[src/rtl/regfile_wb_pkg.sv]
// Shared definitions for the write-back register file: index width,
// register count, the index type and the FSM state encoding.
package regfile_wb_pkg;

    localparam int REG_IDX_W = 5;
    localparam int NREGS     = 32;

    typedef logic [REG_IDX_W-1:0] reg_idx_t;

    typedef enum logic {
        RF_IDLE,
        RF_CLEAR
    } rf_state_t;

endpackage

[src/rtl/regfile_wb_onehot_dec.sv]
// rf_wr_onehot_dec: 5-bit register index to 32-bit one-hot write enable.
// The output is all zeros whenever the enable is low.
module rf_wr_onehot_dec
    import regfile_wb_pkg::*;
(
    input  logic                 en,
    input  logic [REG_IDX_W-1:0] idx,
    output logic [NREGS-1:0]     onehot
);

    // One comparator per register; at most one bit can match a given index.
    genvar gi;
    generate
        for (gi = 0; gi < NREGS; gi++) begin : g_dec
            assign onehot[gi] = en && (idx == REG_IDX_W'(gi));
        end
    endgenerate

endmodule

[src/rtl/regfile_wb.sv]
// regfile_wb: 32 x DATA_W write-back register file with two combinational
// read ports and a sequenced bulk clear (indices 1..31, one per cycle).
// Register 0 is hardwired to zero.
// Optional feature macro: REGFILE_BYPASS_EN enables same-cycle forwarding
// of a firing write to a read port addressing the same non-zero index.
module regfile_wb
    import regfile_wb_pkg::*;
#(
    parameter int DATA_W = 32
) (
    input  logic              clk,
    input  logic              reset_n,
    input  logic              wr_valid,
    output logic              wr_ready,
    input  logic [4:0]        wr_addr,
    input  logic [DATA_W-1:0] wr_data,
    input  logic              clr_start,
    output logic              clr_busy,
    input  logic [4:0]        rd_addr_a,
    input  logic [4:0]        rd_addr_b,
    output logic [DATA_W-1:0] rd_data_a,
    output logic [DATA_W-1:0] rd_data_b
);

    rf_state_t          state_reg, state_next;
    reg_idx_t           clr_cnt_reg, clr_cnt_next;
    logic [DATA_W-1:0]  regs_reg [NREGS];

    logic               clr_active;
    logic               wr_fire;
    logic [NREGS-1:0]   wr_onehot;
    logic [NREGS-1:0]   clr_onehot;
    logic [NREGS-1:0]   we;
    logic [DATA_W-1:0]  wdata;
    logic [DATA_W-1:0]  stored_a;
    logic [DATA_W-1:0]  stored_b;

    assign clr_active = (state_reg == RF_CLEAR);
    assign wr_fire    = wr_valid && wr_ready;

    rf_wr_onehot_dec u_wr_dec (
        .en     (wr_fire),
        .idx    (wr_addr),
        .onehot (wr_onehot)
    );

    rf_wr_onehot_dec u_clr_dec (
        .en     (clr_active),
        .idx    (clr_cnt_reg),
        .onehot (clr_onehot)
    );

    // The clear sequence owns the write path while it runs; no writes fire then.
    assign we    = clr_active ? clr_onehot : wr_onehot;
    assign wdata = clr_active ? '0 : wr_data;

    // Next-state, clear counter and handshake outputs.
    always_comb begin
        state_next   = state_reg;
        clr_cnt_next = clr_cnt_reg;
        wr_ready     = 1'b0;
        clr_busy     = 1'b0;
        case (state_reg)
            RF_IDLE: begin
                wr_ready = 1'b1;
                if (clr_start) begin
                    state_next   = RF_CLEAR;
                    clr_cnt_next = reg_idx_t'(1);
                end
            end
            RF_CLEAR: begin
                clr_busy = 1'b1;
                if (clr_cnt_reg == reg_idx_t'(NREGS - 1)) begin
                    state_next   = RF_IDLE;
                    clr_cnt_next = '0;
                end else begin
                    clr_cnt_next = clr_cnt_reg + reg_idx_t'(1);
                end
            end
            default: begin
                state_next   = RF_IDLE;
                clr_cnt_next = '0;
            end
        endcase
    end

    // FSM state and clear counter registers.
    always_ff @(posedge clk) begin
        if (!reset_n) begin
            state_reg   <= RF_IDLE;
            clr_cnt_reg <= '0;
        end else begin
            state_reg   <= state_next;
            clr_cnt_reg <= clr_cnt_next;
        end
    end

    // Register storage; entry 0 is never written so it stays zero.
    always_ff @(posedge clk) begin
        if (!reset_n) begin
            for (int i = 0; i < NREGS; i++) begin
                regs_reg[i] <= '0;
            end
        end else begin
            for (int i = 0; i < NREGS; i++) begin
                if (we[i] && (i != 0)) begin
                    regs_reg[i] <= wdata;
                end
            end
        end
    end

    // Combinational read of stored state, index 0 forced to zero.
    always_comb begin
        stored_a = (rd_addr_a == 5'd0) ? '0 : regs_reg[rd_addr_a];
        stored_b = (rd_addr_b == 5'd0) ? '0 : regs_reg[rd_addr_b];
    end

`ifdef REGFILE_BYPASS_EN
    // Write-through forwarding of a firing write to a matching non-zero index.
    always_comb begin
        rd_data_a = stored_a;
        rd_data_b = stored_b;
        if (wr_fire && (wr_addr != 5'd0) && (wr_addr == rd_addr_a)) begin
            rd_data_a = wr_data;
        end
        if (wr_fire && (wr_addr != 5'd0) && (wr_addr == rd_addr_b)) begin
            rd_data_b = wr_data;
        end
    end
`else
    // No forwarding: a same-cycle read of the written index returns the old value.
    always_comb begin
        rd_data_a = stored_a;
        rd_data_b = stored_b;
    end
`endif

endmodule

[config.mk]
export PLATFORM = sky130hd
export DESIGN_NAME = regfile_wb
export DESIGN_NICKNAME = d
export VERILOG_FILES = /design/src/rtl/regfile_wb_pkg.sv /design/src/rtl/regfile_wb_onehot_dec.sv /design/src/rtl/regfile_wb.sv
export SDC_FILE = /design/constraint.sdc
export NUM_CORES = 2
export LEC_CHECK = 0
export ABC_AREA = 0
export CAP_MARGIN = 10
export CORE_ASPECT_RATIO = 1.1
export CORE_UTILIZATION = 44
export CTS_CLUSTER_DIAMETER = 100
export CTS_CLUSTER_SIZE = 20
export DETAILED_ROUTE_END_ITERATION = 8
export PLACE_DENSITY = 0.62
export SKIP_LAST_GASP = 1
export SLEW_MARGIN = 20
export SYNTH_ARGS = -nofsm -noshare
export SYNTH_HDL_FRONTEND = slang
export SYNTH_HIERARCHICAL = 1
export SYNTH_SLANG_ARGS = --single-unit
[constraint.sdc]
create_clock -name clk -period 8.35 [get_ports clk]
set_input_delay 1.67 -clock clk [delete_from_list [all_inputs] [get_ports clk]]
set_output_delay 1.67 -clock clk [all_outputs]
set_load 0.01 [all_outputs]
# Word-level counts from Yosys, hierarchy flattened
# Memory sizes are Yosys's and may differ from the RTL's.
# Index checks and enable logic that the tools add are counted.
[op_classes]
eq_ne = 63
n_addsub = 1
shift = 0
n_mul = 0
div_mod_pow = 0
n_mux = 137
reduce_logical = 69
n_bitwise = 32
order_cmp = 0
[op_table]
columns = ["operator", "n"]
rows = [
  ["2-to-1 mux 32 bit", 35],
  ["== test 5 bit, second input constant", 32],
  ["2-to-1 mux 1 bit", 98],
  ["== test 5 x 4 -> 1 bit, second input constant", 16],
  ["logical AND 1 bit", 65],
  ["== test 5 x 3 -> 1 bit, second input constant", 8],
  ["OR 1 bit", 31],
  ["== test 5 x 2 -> 1 bit, second input constant", 4],
  ["logical NOT 5 bit", 4],
  ["== test 5 x 1 -> 1 bit, second input constant", 2],
  ["2-to-1 mux 5 bit", 2],
  ["one-hot mux 5 bit (2 select lines)", 1],
  ["adder 5 x 1 -> 5 bit, second input constant", 1],
  ["!= test 2 bit, second input constant", 1],
  ["one-hot mux 1 bit (2 select lines)", 1],
  ["inverter 1 bit", 1],
]
[totals]
word_cells = 305
out_inout_bits = 66
ramBits = 1024
n_memories = 1
reg_bits = 6
inputBits = 51
latchBits = 0
mem_bits_ro = 0
[memory_table]
columns = ["name", "words", "width", "rd", "rd_clocked_by_memory_dff", "write_ports", "line_no", "source"]
rows = [
  ["regs_reg", 32, 32, 2, 0, 32, "regfile_wb.sv:27", "logic [DATA_W-1:0] regs_reg [NREGS];"],
]

# Logic depth before layout (Yosys ltp)
[logic_depth]
ltp_word = 8
ltp_mapped = 11
ltp_nobuf = 7

# Hierarchy
# The synthesis kept the hierarchy.
[modules_own_cells]
columns = ["module", "area_each_um2", "instances", "cells_each", "seq_area_each_um2"]
rows = [
  ["regfile_wb", 49531.3, 1, 3326, 29908.7],
  ["rf_wr_onehot_dec", 234.0, 2, 47, 0.0],
]

# Least setup slack after synthesis
# Ideal clock, no wire load.
[synth_path]
kind = "input-to-output"
from = "input rd_addr_a[0]"
to = "output rd_data_a[10]"
arrival_ns = 3.267
slack_ns = 3.413
t_required_ns = 6.680
path_stages = 8
n_path_buf = 3
cell_sequence = "buf_4 buf_4 buf_2 mux4_2 nand2_1 nand2_1 o211ai_1 o21ai_0"
[synth_via]
elab_chain_cells = 2
word_cells_on_any_way = 3
cone_classes = "mux (1); reduce/logical (1); memory (1)"
[synth_rtl]
columns = ["element", "line_no", "source"]
rows = [
  ["from (decl)", "regfile_wb.sv:19", "input logic [4:0] rd_addr_a,"],
  ["memory (32 x 32 bit) / logical NOT 5 bit (equally long branches)", "n/a", ""],
  ["2-to-1 mux 32 bit (*)", "regfile_wb.sv:115", "stored_a = (rd_addr_a == 5'd0) ? '0 : regs_reg[rd_addr_a];"],
  ["to (decl)", "regfile_wb.sv:21", "output logic [DATA_W-1:0] rd_data_a,"],
]
# Every way passes the cells marked *; elsewhere a longest branch is shown, timed or not.

# Worst setup path in the final report
[layout_path]
from = "input rd_addr_a[1]"
to = "output rd_data_a[26]"
# Same word-level chain as after synthesis.

==> impl_metrics.tcl <==
set metrics [dict create \
    htreeDepth 2 \
    overflow 0 \
    antenna_left 0 \
    leakagePower_nw 18.4 \
    core_area_um2 112000 \
    tightest_slew_ns 1.15 \
    critPathRequiredTime_ns 6.68 \
    worstReg2RegEnd "regs_reg[17][9]$_SDFFCE_PN0P_" \
    drc_errors 0 \
    ys_warn_count 6 \
    hold_class "flip-flop to flip-flop" \
    drv_cap 0 \
    largest_reg_flops 992 \
    cts-root-buf "clkbuf_16" \
    grt_pass1_wl_um 237000 \
    slew_viol_final 0 \
    fmax_mhz 143 \
    crit_fanout 48 \
    max-vdd-ir-drop_uv 201 \
    cp-start-kind "input pin" \
    num_vias 32900 \
    final_util_pct 48.3 \
    syn2layout_area_growth_pct 8.59 \
    layout-drive-gt1-share_pct 20.7 \
    path_buf_inv 3 \
    hold_end "clr_cnt_reg[3]$_SDFFE_PN0P_" \
    cp_slowest_cell "o21ai_0" \
    reg2regPathDepth 7 \
    period_minus_slack_ns 6.98 \
    regToRegStartpoint "clr_active$_SDFF_PN0_" \
    setup_viol 0 \
    grt_usage_pct 29.3 \
    io_pins 117 \
    std_cell_rows 129 \
    clkTransAtPathRegs_ns 0.07 \
    avgViaCountPerCell 6.72 \
    cts-hold-fix-buffers 0 \
    endpoint_kind "output pin" \
    grt_pass1_vias 32400 \
    final-hold-violation-count 0 \
    syn_area_um2 50000 \
    grt_max_degree 129 \
    initial_core_util_pct 44.4 \
    cp_top_family "buffers and inverters" \
    cts-resized-gates 0 \
    fin_crit_sh_pct 83.6 \
    synthesis.nets 3471 \
    path_cells "buf_8 -> nor2b_4 -> buf_4 -> a221oi_1 -> nor3_1 -> a21oi_1 -> o21ai_0 -> clkdlybuf4s50_1" \
    dpl.hpwl_um 96200 \
    place_congestion 0.851 \
    slew_headroom_pct 23.6 \
    first_iter_violations 4696 \
    diodes 0 \
    clock-skew-final_ns 0.0248 \
    die_h_um 356 \
    critPathKind "input pin to output pin" \
    drt_first_pass_iters 7 \
    finalNetCount 3433 \
    power-per-cell-area_nw_per_um2 189 \
    regToRegSetupSlack_ns 4.17 \
    clk_path_buf_depth 3 \
    fin_setup_tns_ns 0 \
    postSynthAreaPerCell_um2 14.6 \
    antenna_found_initial 3 \
    cts_tree "done" \
    cts-buffers-inserted 56 \
    post_cts_buffers 0 \
    routedWlPerCell_um 34.6 \
    slowest_delay_ns 0.78 \
    die_area_um2 115000 \
    clk-insertion-delay-late_ns 0.67 \
    min_path_cells 2 \
    status "finished, final reports clean" \
    syn_inst 3418 \
    port_buffers 116 \
    arrival_ns 5.31 \
    routed_wl_um 169000 \
    min_from "clr_cnt_reg[1]$_SDFFE_PN0P_" \
    die_w_um 323 \
    grt_setup_unrepaired "false" \
    cts.sinks 998 \
]
per-layer routing:
| layer | global-route usage, % | share of wire [%] | wire length (µm) | vias up |
|---|---|---|---|---|
| met3 | 5.59 | 11 | 18600 | 339 |
| li1 | - | - | - | 13100 |
| met4 | 11.1 | 4.2 | 7130 | 2 |
| met2 | 46.9 | 47 | 79800 | 2198 |
| met1 | 39.8 | 38 | 63500 | 17200 |
| met5 | 0 | 0.0065 | 11 | - |
worst max path at each step:
stage / startpoint / endpoint / cells after the start
global route: rd_addr_a[1] / rd_data_a[26] / 8
floorplan: rd_addr_a[0] / rd_data_a[10] / 8
CTS: rd_addr_a[1] / rd_data_a[26] / 8
detailed placement: rd_addr_a[1] / rd_data_a[26] / 8
global placement: rd_addr_a[1] / rd_data_a[26] / 8
finish: rd_addr_a[1] / rd_data_a[26] / 8
report_power, final:
| group | switching (W) | leakage, nW | internal, W |
|---|---|---|---|
| Sequential | 0.000132 | 10.2 | 0.00578 |
| Combinational | 0.000913 | 7.43 | 0.000597 |
| Clock | 0.00163 | 0.715 | 0.00122 |
| Total | 0.00267 | 18.4 | 0.00759 |
layout make-up:
| class | instances | area (µm²) |
|---|---|---|
| Tap cell | 1506 | 1880 |
| Inverter | 44 | 168 |
| Fill cell | 9619 | 58200 |
| Clock inverter | 3 | 28.8 |
| Timing Repair Buffer | 213 | 1990 |
| Sequential cell | 998 | 29900 |
| Multi-Input combinational cell | 2067 | 18900 |
| Clock buffer | 57 | 1430 |
metrics by stage:
step	total power (W)	area [µm²]	worst slack [ns]	instances	hold slack (ns)
6_report	0.0103	54300	1.37	4888	0.599
3_3_place_gp	0.00749	52800	1.58	4828	0.554
2_1_floorplan	0.00688	50000	3.41	3418	0.522
4_1_cts	0.0103	54300	1.57	4888	0.590
3_5_place_dp	0.00751	52800	1.60	4828	0.580
5_1_grt	0.0105	54300	1.48	4888	0.656
worst reg2reg max path, cell delays in order, from the launching register on:
cell and delay [ns]:
dfxtp_4 1.05, nor2b_1 0.34, nand4bb_1 0.29, nor2_1 0.10, mux2i_4 0.15, buf_4 0.70, nand2_2 0.67, buf_4 0.51
cells in the final DEF, fill, tap and decap left out, drive strengths merged, types with 3 or more instances in the layout:
cell type / n
o221ai: 15
a22oi: 13
dfxtp: 6
nand2: 224
edfxtp: 992
o32a: 15
nand3: 37
clkbuf: 58
nand4bb: 6
o211ai: 35
a211o: 4
nor2b: 75
nor4: 4
nand4: 4
nand4b: 6
and2: 4
buf: 107
a211oi: 10
mux2: 75
inv: 45
o21ai: 38
a31oi: 11
nand2b: 9
o32ai: 6
a22o: 14
nor3b: 3
a21oi: 107
clkdlybuf4s50: 105
nor3: 34
nor2: 656
a221oi: 57
mux2i: 177
mux4: 403
o22ai: 8
Note: power is estimated with default switching activity, not from simulation.
